==> src/rtl/proj_pkg.sv <==
// Shared types and defaults for the projection bank controller.
package proj_pkg;
  localparam int NCH_DEF     = 3;
  localparam int IN_AW_DEF   = 5;
  localparam int W_AW_DEF    = 10;
  localparam int OUT_AW_DEF  = 7;
  localparam int TMO_W_DEF   = 20;
  localparam int TMO_MAX_DEF = 1000000;

  localparam logic WEB_IDLE = 1'b1;

  typedef enum logic [2:0] {
    ST_IDLE  = 3'd0,
    ST_LOAD  = 3'd1,
    ST_RUN   = 3'd2,
    ST_DONE  = 3'd3,
    ST_DRAIN = 3'd4
  } state_t;
endpackage

==> src/rtl/proj_port_mux.sv <==
// Per-channel SRAM port selector: picks host, core or readback source by phase.
module proj_port_mux
  import proj_pkg::*;
#(
  parameter int IN_AW  = IN_AW_DEF,
  parameter int W_AW   = W_AW_DEF,
  parameter int OUT_AW = OUT_AW_DEF,
  parameter int CH_W   = 2
) (
  input  logic              i_force_idle,
  input  state_t            i_state,
  input  logic [CH_W-1:0]   i_ch_idx,
  input  logic [CH_W-1:0]   i_host_ch,
  input  logic              i_host_bcast,
  input  logic [IN_AW-1:0]  i_host_in_addr,
  input  logic              i_host_in_web,
  input  logic [W_AW-1:0]   i_host_w_addr,
  input  logic              i_host_w_web,
  input  logic [OUT_AW-1:0] i_host_out_addr,
  input  logic              i_host_out_web,
  input  logic [OUT_AW-1:0] i_rd_addr,
  input  logic [IN_AW-1:0]  i_core_in_addr,
  input  logic              i_core_in_web,
  input  logic [W_AW-1:0]   i_core_w_addr,
  input  logic              i_core_w_web,
  input  logic [OUT_AW-1:0] i_core_out_addr,
  input  logic              i_core_out_web,
  output logic [IN_AW-1:0]  o_in_a,
  output logic              o_in_web,
  output logic [W_AW-1:0]   o_w_a,
  output logic              o_w_web,
  output logic [OUT_AW-1:0] o_out_a,
  output logic              o_out_web
);
  logic w_sel;
  assign w_sel = (i_host_ch == i_ch_idx);

  always_comb begin
    o_in_a    = '0;
    o_in_web  = WEB_IDLE;
    o_w_a     = '0;
    o_w_web   = WEB_IDLE;
    o_out_a   = '0;
    o_out_web = WEB_IDLE;
    if (!i_force_idle) begin
      case (i_state)
        ST_LOAD: begin
          // Broadcast only widens the input path; weights stay per-channel.
          if (w_sel || i_host_bcast) begin
            o_in_a   = i_host_in_addr;
            o_in_web = i_host_in_web;
          end
          if (w_sel) begin
            o_w_a   = i_host_w_addr;
            o_w_web = i_host_w_web;
          end
        end
        ST_RUN: begin
          o_in_a    = i_core_in_addr;
          o_in_web  = i_core_in_web;
          o_w_a     = i_core_w_addr;
          o_w_web   = i_core_w_web;
          o_out_a   = i_core_out_addr;
          o_out_web = i_core_out_web;
        end
        ST_DONE: o_out_a = i_rd_addr;
        ST_DRAIN: begin
          if (w_sel) begin
            o_out_a   = i_host_out_addr;
            o_out_web = i_host_out_web;
          end else begin
            o_out_a = i_rd_addr;
          end
        end
        default: ;
      endcase
    end
  end
endmodule

==> src/rtl/proj_bank_ctrl.sv <==
// Phase sequencer (load/run/done/drain) and SRAM port mux for NCH projection cores.
module proj_bank_ctrl
  import proj_pkg::*;
#(
  parameter int NCH     = NCH_DEF,
  parameter int IN_AW   = IN_AW_DEF,
  parameter int W_AW    = W_AW_DEF,
  parameter int OUT_AW  = OUT_AW_DEF,
  parameter int TMO_W   = TMO_W_DEF,
  parameter int TMO_MAX = TMO_MAX_DEF,
  localparam int CH_W   = (NCH > 1) ? $clog2(NCH) : 1
) (
  input  logic                         clk,
  input  logic                         rst,
  input  logic                         i_start,
  input  logic                         i_load_req,
  input  logic                         i_drain_req,
  input  logic [CH_W-1:0]              i_host_ch,
  input  logic                         i_host_bcast,
  input  logic [IN_AW-1:0]             i_host_in_addr,
  input  logic                         i_host_in_web,
  input  logic [W_AW-1:0]              i_host_w_addr,
  input  logic                         i_host_w_web,
  input  logic [OUT_AW-1:0]            i_host_out_addr,
  input  logic                         i_host_out_web,
  input  logic [NCH-1:0][OUT_AW-1:0]   i_rd_addr,
  input  logic [NCH-1:0]               i_core_finished,
  input  logic [NCH-1:0][IN_AW-1:0]    i_core_in_addr,
  input  logic [NCH-1:0][W_AW-1:0]     i_core_w_addr,
  input  logic [NCH-1:0][OUT_AW-1:0]   i_core_out_addr,
  input  logic [NCH-1:0]               i_core_in_web,
  input  logic [NCH-1:0]               i_core_w_web,
  input  logic [NCH-1:0]               i_core_out_web,
  output logic [NCH-1:0]               o_core_en,
  output logic [NCH-1:0][IN_AW-1:0]    o_in_mem_a,
  output logic [NCH-1:0][W_AW-1:0]     o_w_mem_a,
  output logic [NCH-1:0][OUT_AW-1:0]   o_out_mem_a,
  output logic [NCH-1:0]               o_in_mem_web,
  output logic [NCH-1:0]               o_w_mem_web,
  output logic [NCH-1:0]               o_out_mem_web,
  output logic [2:0]                   o_state,
  output logic                         o_busy,
  output logic                         o_done,
  output logic                         o_err_timeout,
  output logic [NCH-1:0]               o_fin_mask,
  output logic [TMO_W-1:0]             o_cycle_cnt
);
  localparam logic [TMO_W-1:0] TMO_LAST = TMO_W'(TMO_MAX - 1);

  state_t           r_state, w_state_nxt;
  logic [NCH-1:0]   r_fin_mask, w_fin_nxt;
  logic [TMO_W-1:0] r_cycle_cnt;
  logic             r_err_timeout;
  logic             w_all_fin, w_tmo_hit;

  assign w_fin_nxt = r_fin_mask | i_core_finished;
  assign w_all_fin = &w_fin_nxt;
  assign w_tmo_hit = (r_cycle_cnt == TMO_LAST);

  always_ff @(posedge clk) begin
    if (!rst) r_state <= ST_IDLE;
    else      r_state <= w_state_nxt;
  end

  always_comb begin
    w_state_nxt = ST_IDLE;
    case (r_state)
      ST_IDLE:  w_state_nxt = i_load_req ? ST_LOAD : ST_IDLE;
      ST_LOAD: begin
        if (i_start)          w_state_nxt = ST_RUN;
        else if (!i_load_req) w_state_nxt = ST_IDLE;
        else                  w_state_nxt = ST_LOAD;
      end
      ST_RUN:   w_state_nxt = (w_all_fin || w_tmo_hit) ? ST_DONE : ST_RUN;
      ST_DONE: begin
        if (i_drain_req)     w_state_nxt = ST_DRAIN;
        else if (i_load_req) w_state_nxt = ST_LOAD;
        else                 w_state_nxt = ST_DONE;
      end
      ST_DRAIN: w_state_nxt = i_drain_req ? ST_DRAIN : ST_DONE;
      default:  w_state_nxt = ST_IDLE;
    endcase
  end

  always_comb begin
    o_state   = r_state;
    o_busy    = (r_state == ST_RUN);
    o_done    = (r_state == ST_DONE);
    o_core_en = {NCH{r_state == ST_RUN}};
  end

  // Completion beats timeout when both land on the same cycle.
  always_ff @(posedge clk) begin
    if (!rst) begin
      r_fin_mask    <= '0;
      r_cycle_cnt   <= '0;
      r_err_timeout <= 1'b0;
    end else if (r_state == ST_LOAD && i_start) begin
      r_fin_mask    <= '0;
      r_cycle_cnt   <= '0;
      r_err_timeout <= 1'b0;
    end else if (r_state == ST_RUN) begin
      r_fin_mask <= w_fin_nxt;
      if (r_cycle_cnt != '1) r_cycle_cnt <= r_cycle_cnt + 1'b1;
      if (!w_all_fin && w_tmo_hit) r_err_timeout <= 1'b1;
    end
  end

  assign o_fin_mask    = r_fin_mask;
  assign o_cycle_cnt   = r_cycle_cnt;
  assign o_err_timeout = r_err_timeout;

  for (genvar g = 0; g < NCH; g++) begin : g_ch
    proj_port_mux #(
      .IN_AW(IN_AW), .W_AW(W_AW), .OUT_AW(OUT_AW), .CH_W(CH_W)
    ) u_mux (
      .i_force_idle    (!rst),
      .i_state         (r_state),
      .i_ch_idx        (CH_W'(g)),
      .i_host_ch       (i_host_ch),
      .i_host_bcast    (i_host_bcast),
      .i_host_in_addr  (i_host_in_addr),
      .i_host_in_web   (i_host_in_web),
      .i_host_w_addr   (i_host_w_addr),
      .i_host_w_web    (i_host_w_web),
      .i_host_out_addr (i_host_out_addr),
      .i_host_out_web  (i_host_out_web),
      .i_rd_addr       (i_rd_addr[g]),
      .i_core_in_addr  (i_core_in_addr[g]),
      .i_core_in_web   (i_core_in_web[g]),
      .i_core_w_addr   (i_core_w_addr[g]),
      .i_core_w_web    (i_core_w_web[g]),
      .i_core_out_addr (i_core_out_addr[g]),
      .i_core_out_web  (i_core_out_web[g]),
      .o_in_a          (o_in_mem_a[g]),
      .o_in_web        (o_in_mem_web[g]),
      .o_w_a           (o_w_mem_a[g]),
      .o_w_web         (o_w_mem_web[g]),
      .o_out_a         (o_out_mem_a[g]),
      .o_out_web       (o_out_mem_web[g])
    );
  end
endmodule
==> config.mk <==
export PLATFORM = sky130hd
export DESIGN_NAME = proj_bank_ctrl
export DESIGN_NICKNAME = d
export VERILOG_FILES = /design/src/rtl/proj_pkg.sv /design/src/rtl/proj_port_mux.sv /design/src/rtl/proj_bank_ctrl.sv
export SDC_FILE = /design/constraint.sdc
export NUM_CORES = 1
export LEC_CHECK = 0
export ABC_AREA = 1
export CORE_MARGIN = 5
export CORE_UTILIZATION = 30
export CTS_CLUSTER_SIZE = 30
export DETAILED_ROUTE_END_ITERATION = 10
export PLACE_DENSITY = 0.83
export SYNTH_ARGS = -nofsm -noshare
export SYNTH_HDL_FRONTEND = slang
export SYNTH_SLANG_ARGS = --single-unit
==> constraint.sdc <==
create_clock -name clk -period 1.81 [get_ports clk]
set_input_delay 0.4525 -clock clk [delete_from_list [all_inputs] [get_ports clk]]
set_output_delay 0.4525 -clock clk [all_outputs]
set_load 0.005 [all_outputs]
==> impl_metrics.toml, run 1 <==
[outcome]
status = "finished, violations left"
violations = "setup timing"

[pwr]
switching_share = 0.345
power.leakage_uw = 0.00263
ir_worst_vdd_v = 0.000308
total_power_uw = 2070
pwr-share-comb = 0.542
power_switching_uw = 713
power_frac_seq = 0.294
pwr-share-clk = 0.164
internal_power_uw = 1360
p_per_area_nw_per_um2 = 299

[yosys]
netlist_instances = 591
yosys.cell_types.count = 36
ys_seq_elements = 27
ys_seq_area_frac = 0.168
yosysWarnings = 0
synthesis.area_um2 = 3220
syn-num-nets = 724
postSynthAreaPerCell_um2 = 5.45

[global_routing]
antenna_found_initial = 1
grt_start_max_net_pins = 23
track_usage = 0.254
grt_pass1_wl_um = 26800
first_global_vias = 5012
grt.overflow.total = 0

[sta]
timing.final.crit_share = 1.25
max_slew_margin = 0.623
tightestPinTransition_ns = 0.564
fmax_mhz = 441
drv_slew = 0
final_hold_viol_count = 0
finClkSkew_ns = 0.00425
worst_slack_ns = -0.457
period_minus_slack_ns = 2.27
setup_tns_ns = -23.09
rsz0062_at_grt = "yes"
setup_viol = 75

[clocking]
hold_buffers = 0
cts_buffer_depth = 2
cts_tree = "done"
clock_latency_ns = 0.27
clkSinkCount = 27
htreeDepth = 1
numCtsBuffers = 3
root_buffer = "clkbuf_8"
clk_pin_slew_ns = 0.09

[worst_setup_path]
path_max_fanout = 6
crit_required_ns = 1.36
critPathArrivalTime_ns = 1.81
r2r_end = "o_cycle_cnt[8]"
r2r-start = "o_cycle_cnt[0]"
critPathLaunchType = "flop"
worst_r2r_path_depth = 8
end_kind = "primary output"
ff2ff_setup_slack_ns = 0.10
crit_type = "flop to primary output"
cp-startpoint = "o_state[2]"

[min_path]
hp-start = "o_err_timeout"
hold_class = "flop to flop"
holdPathStages = 2
min_to = "o_err_timeout"

[finish]
fin_cells = 1015
mostFrequentLayoutCell = "nand2_1"
mostFrequentLayoutCells = "169 x nand2_1, 146 x clkdlybuf4s50_1, 68 x buf_2"
nets = 1012
final.fill_count = 840
utilization = 0.664
drive_gt1_frac = 0.372
area_growth_pct = 115

[floorplanning]
io_pins = 239
row_count = 37
dieArea_um2 = 12900
start_util = 0.309
die_w_um = 114
die_h_um = 114
core_area_um2 = 10400

[route]
routed-wl-met2_um = 9580
drt_iter0_markers = 629
drc = 0
wl_met3_um = 1630
drt-met1-wl_um = 7550
via_per_inst = 5.43
wl_um = 19800
antenna_left = 0
avgRoutedWirePerCell_um = 19.5
first_pass_iters = 7
highest_layer = "met4"
vias = 5510

[placement]
dp_hpwl_um = 13000
pre_cts_slack_ns = -0.937
dp.cells = 976
port_buffers = 238
place.gp.congestion = 0.975

[run]
drv_cap = 0
[worst max-delay path by stage]
| stage | end | slack [ns] | depth (start not counted) |
|---|---|---|---|
| after floorplan | o_w_mem_a[25] | 0.01 | 6 |
| after global placement | o_in_mem_web[0] | -0.95 | 8 |
| after detailed placement | o_in_mem_web[0] | -0.94 | 8 |
| after CTS | o_w_mem_a[25] | -0.66 | 6 |
| after global routing | o_w_mem_a[0] | -0.53 | 8 |
| final | o_w_mem_a[0] | -0.46 | 8 |
[timing repair]
item / in CTS / in global routing
gates cloned: 5 / 5
endpoints found under the hold margin: 0 / 0
gates resized for setup: 279 / 243
endpoints found under the setup margin: 100 / 85
setup buffers: 21 / 13
pin swaps: 22 / 67
[registers in the layout, summed over array words and instances (netlist names)]
name           count
o_state            3
o_err_timeout      1
o_fin_mask         3
o_cycle_cnt       20
[layout make-up]
| cell class | count | area [um^2] | share of cell area |
|---|---|---|---|
| timing repair buffer | 329 | 3120 | 0.451 |
| multi-input combinational | 480 | 2870 | 0.415 |
| sequential | 27 | 559 | 0.0808 |
| tap | 136 | 170 | 0.0246 |
| inverter | 38 | 155 | 0.0224 |
| clock buffer | 3 | 41.3 | 0.00597 |
| clock inverter | 1 | 5.00 | 0.000723 |
| antenna | 1 | 2.50 | 0.000362 |
[synthesized netlist by cell type]
library cell,instances,area share
nand2_1,174,0.20
nor2_1,71,0.083
nand3_1,64,0.099
a21oi_1,61,0.095
inv_1,34,0.040
o21ai_0,31,0.048
dfxtp_1,27,0.17
clkbuf_1,17,0.020
a31oi_1,13,0.025
buf_4,12,0.028
a21oi_2,11,0.030
buf_2,10,0.016
xor2_1,8,0.022
a22oi_1,7,0.016
buf_1,6,0.0070
nand4_1,6,0.012
a32oi_1,5,0.014
nand2_2,4,0.0078
nor3_1,4,0.0062
inv_2,3,0.0035
nor2_2,3,0.0058
nand3_2,2,0.0062
nor2_4,2,0.0070
o211ai_1,2,0.0047
o21ai_1,2,0.0031
or2_2,2,0.0039
buf_8,1,0.0047
clkinv_1,1,0.0012
ha_1,1,0.0039
nand2_4,1,0.0035
nand3b_1,1,0.0023
o21a_1,1,0.0023
o21bai_1,1,0.0023
o221ai_1,1,0.0027
or2_1,1,0.0019
xnor2_1,1,0.0027
[metrics by stage]
stage / hold slack (ns) / cell area (um^2)
floorplan: 0.447 / 3220
global placement: 0.437 / 6100
detailed placement: 0.441 / 6100
CTS: 0.455 / 6490
global route: 0.487 / 6920
finish: 0.451 / 6920
[per-layer routing]
metal  global-route usage  vias up
met2                0.442      352
met4               0.0817        0
li1                     -     2547
met3               0.0467       90
met1                0.315     2521
met5                    0        -
[kinds of logic (layout without fill, tap and decap cells)]
family / Yosys count / count (layout) / share of synthesized area
other: 0 / 1 / 0
AND/OR/NAND/NOR: 335 / 335 / 0.441
XOR/XNOR: 9 / 9 / 0.0245
AO/OA/AOI/OAI: 135 / 135 / 0.243
adder cells (fa/ha/maj): 1 / 1 / 0.00388
flip-flops: 27 / 27 / 0.168
buffers and inverters: 84 / 371 / 0.119
[critical path: stages (launching register included)]
cell     delay, ns
dfxtp_4       0.36
or2_4         0.26
nor2_4        0.11
buf_12        0.14
buf_6         0.11
buf_6         0.12
nand3_1       0.09
a21oi_1       0.20
buf_2         0.15
[power by group through the flow]
stage | registers, uW | clock network, uW | logic [uW]
2_1_floorplan | 624 | 0 | 286
3_3_place_gp | 622 | 0 | 884
3_5_place_dp | 622 | 0 | 884
4_1_cts | 608 | 340 | 962
5_1_grt | 609 | 360 | 1180
6_report | 608 | 339 | 1120
No activity file was read; power rests on OpenSTA's default activity.
==> run 2: changes to the inputs <==
--- a/config.mk
+++ b/config.mk
@@ -8,6 +8,7 @@
 export ABC_AREA = 1
 export CORE_MARGIN = 5
 export CORE_UTILIZATION = 30
+export CTS_CLUSTER_DIAMETER = 40
 export CTS_CLUSTER_SIZE = 30
 export DETAILED_ROUTE_END_ITERATION = 10
 export PLACE_DENSITY = 0.83
==> results of run 2 <==
No change in the layout: final DEF, timing and power equal those of run 1.
==> run 3: changes to the inputs <==
--- a/config.mk
+++ b/config.mk
@@ -6,6 +6,7 @@
 export NUM_CORES = 1
 export LEC_CHECK = 0
 export ABC_AREA = 1
+export CAP_MARGIN = 30
 export CORE_MARGIN = 5
 export CORE_UTILIZATION = 30
 export CTS_CLUSTER_DIAMETER = 40
==> results of run 3 <==
No change in the layout: final DEF, timing and power equal those of run 1.
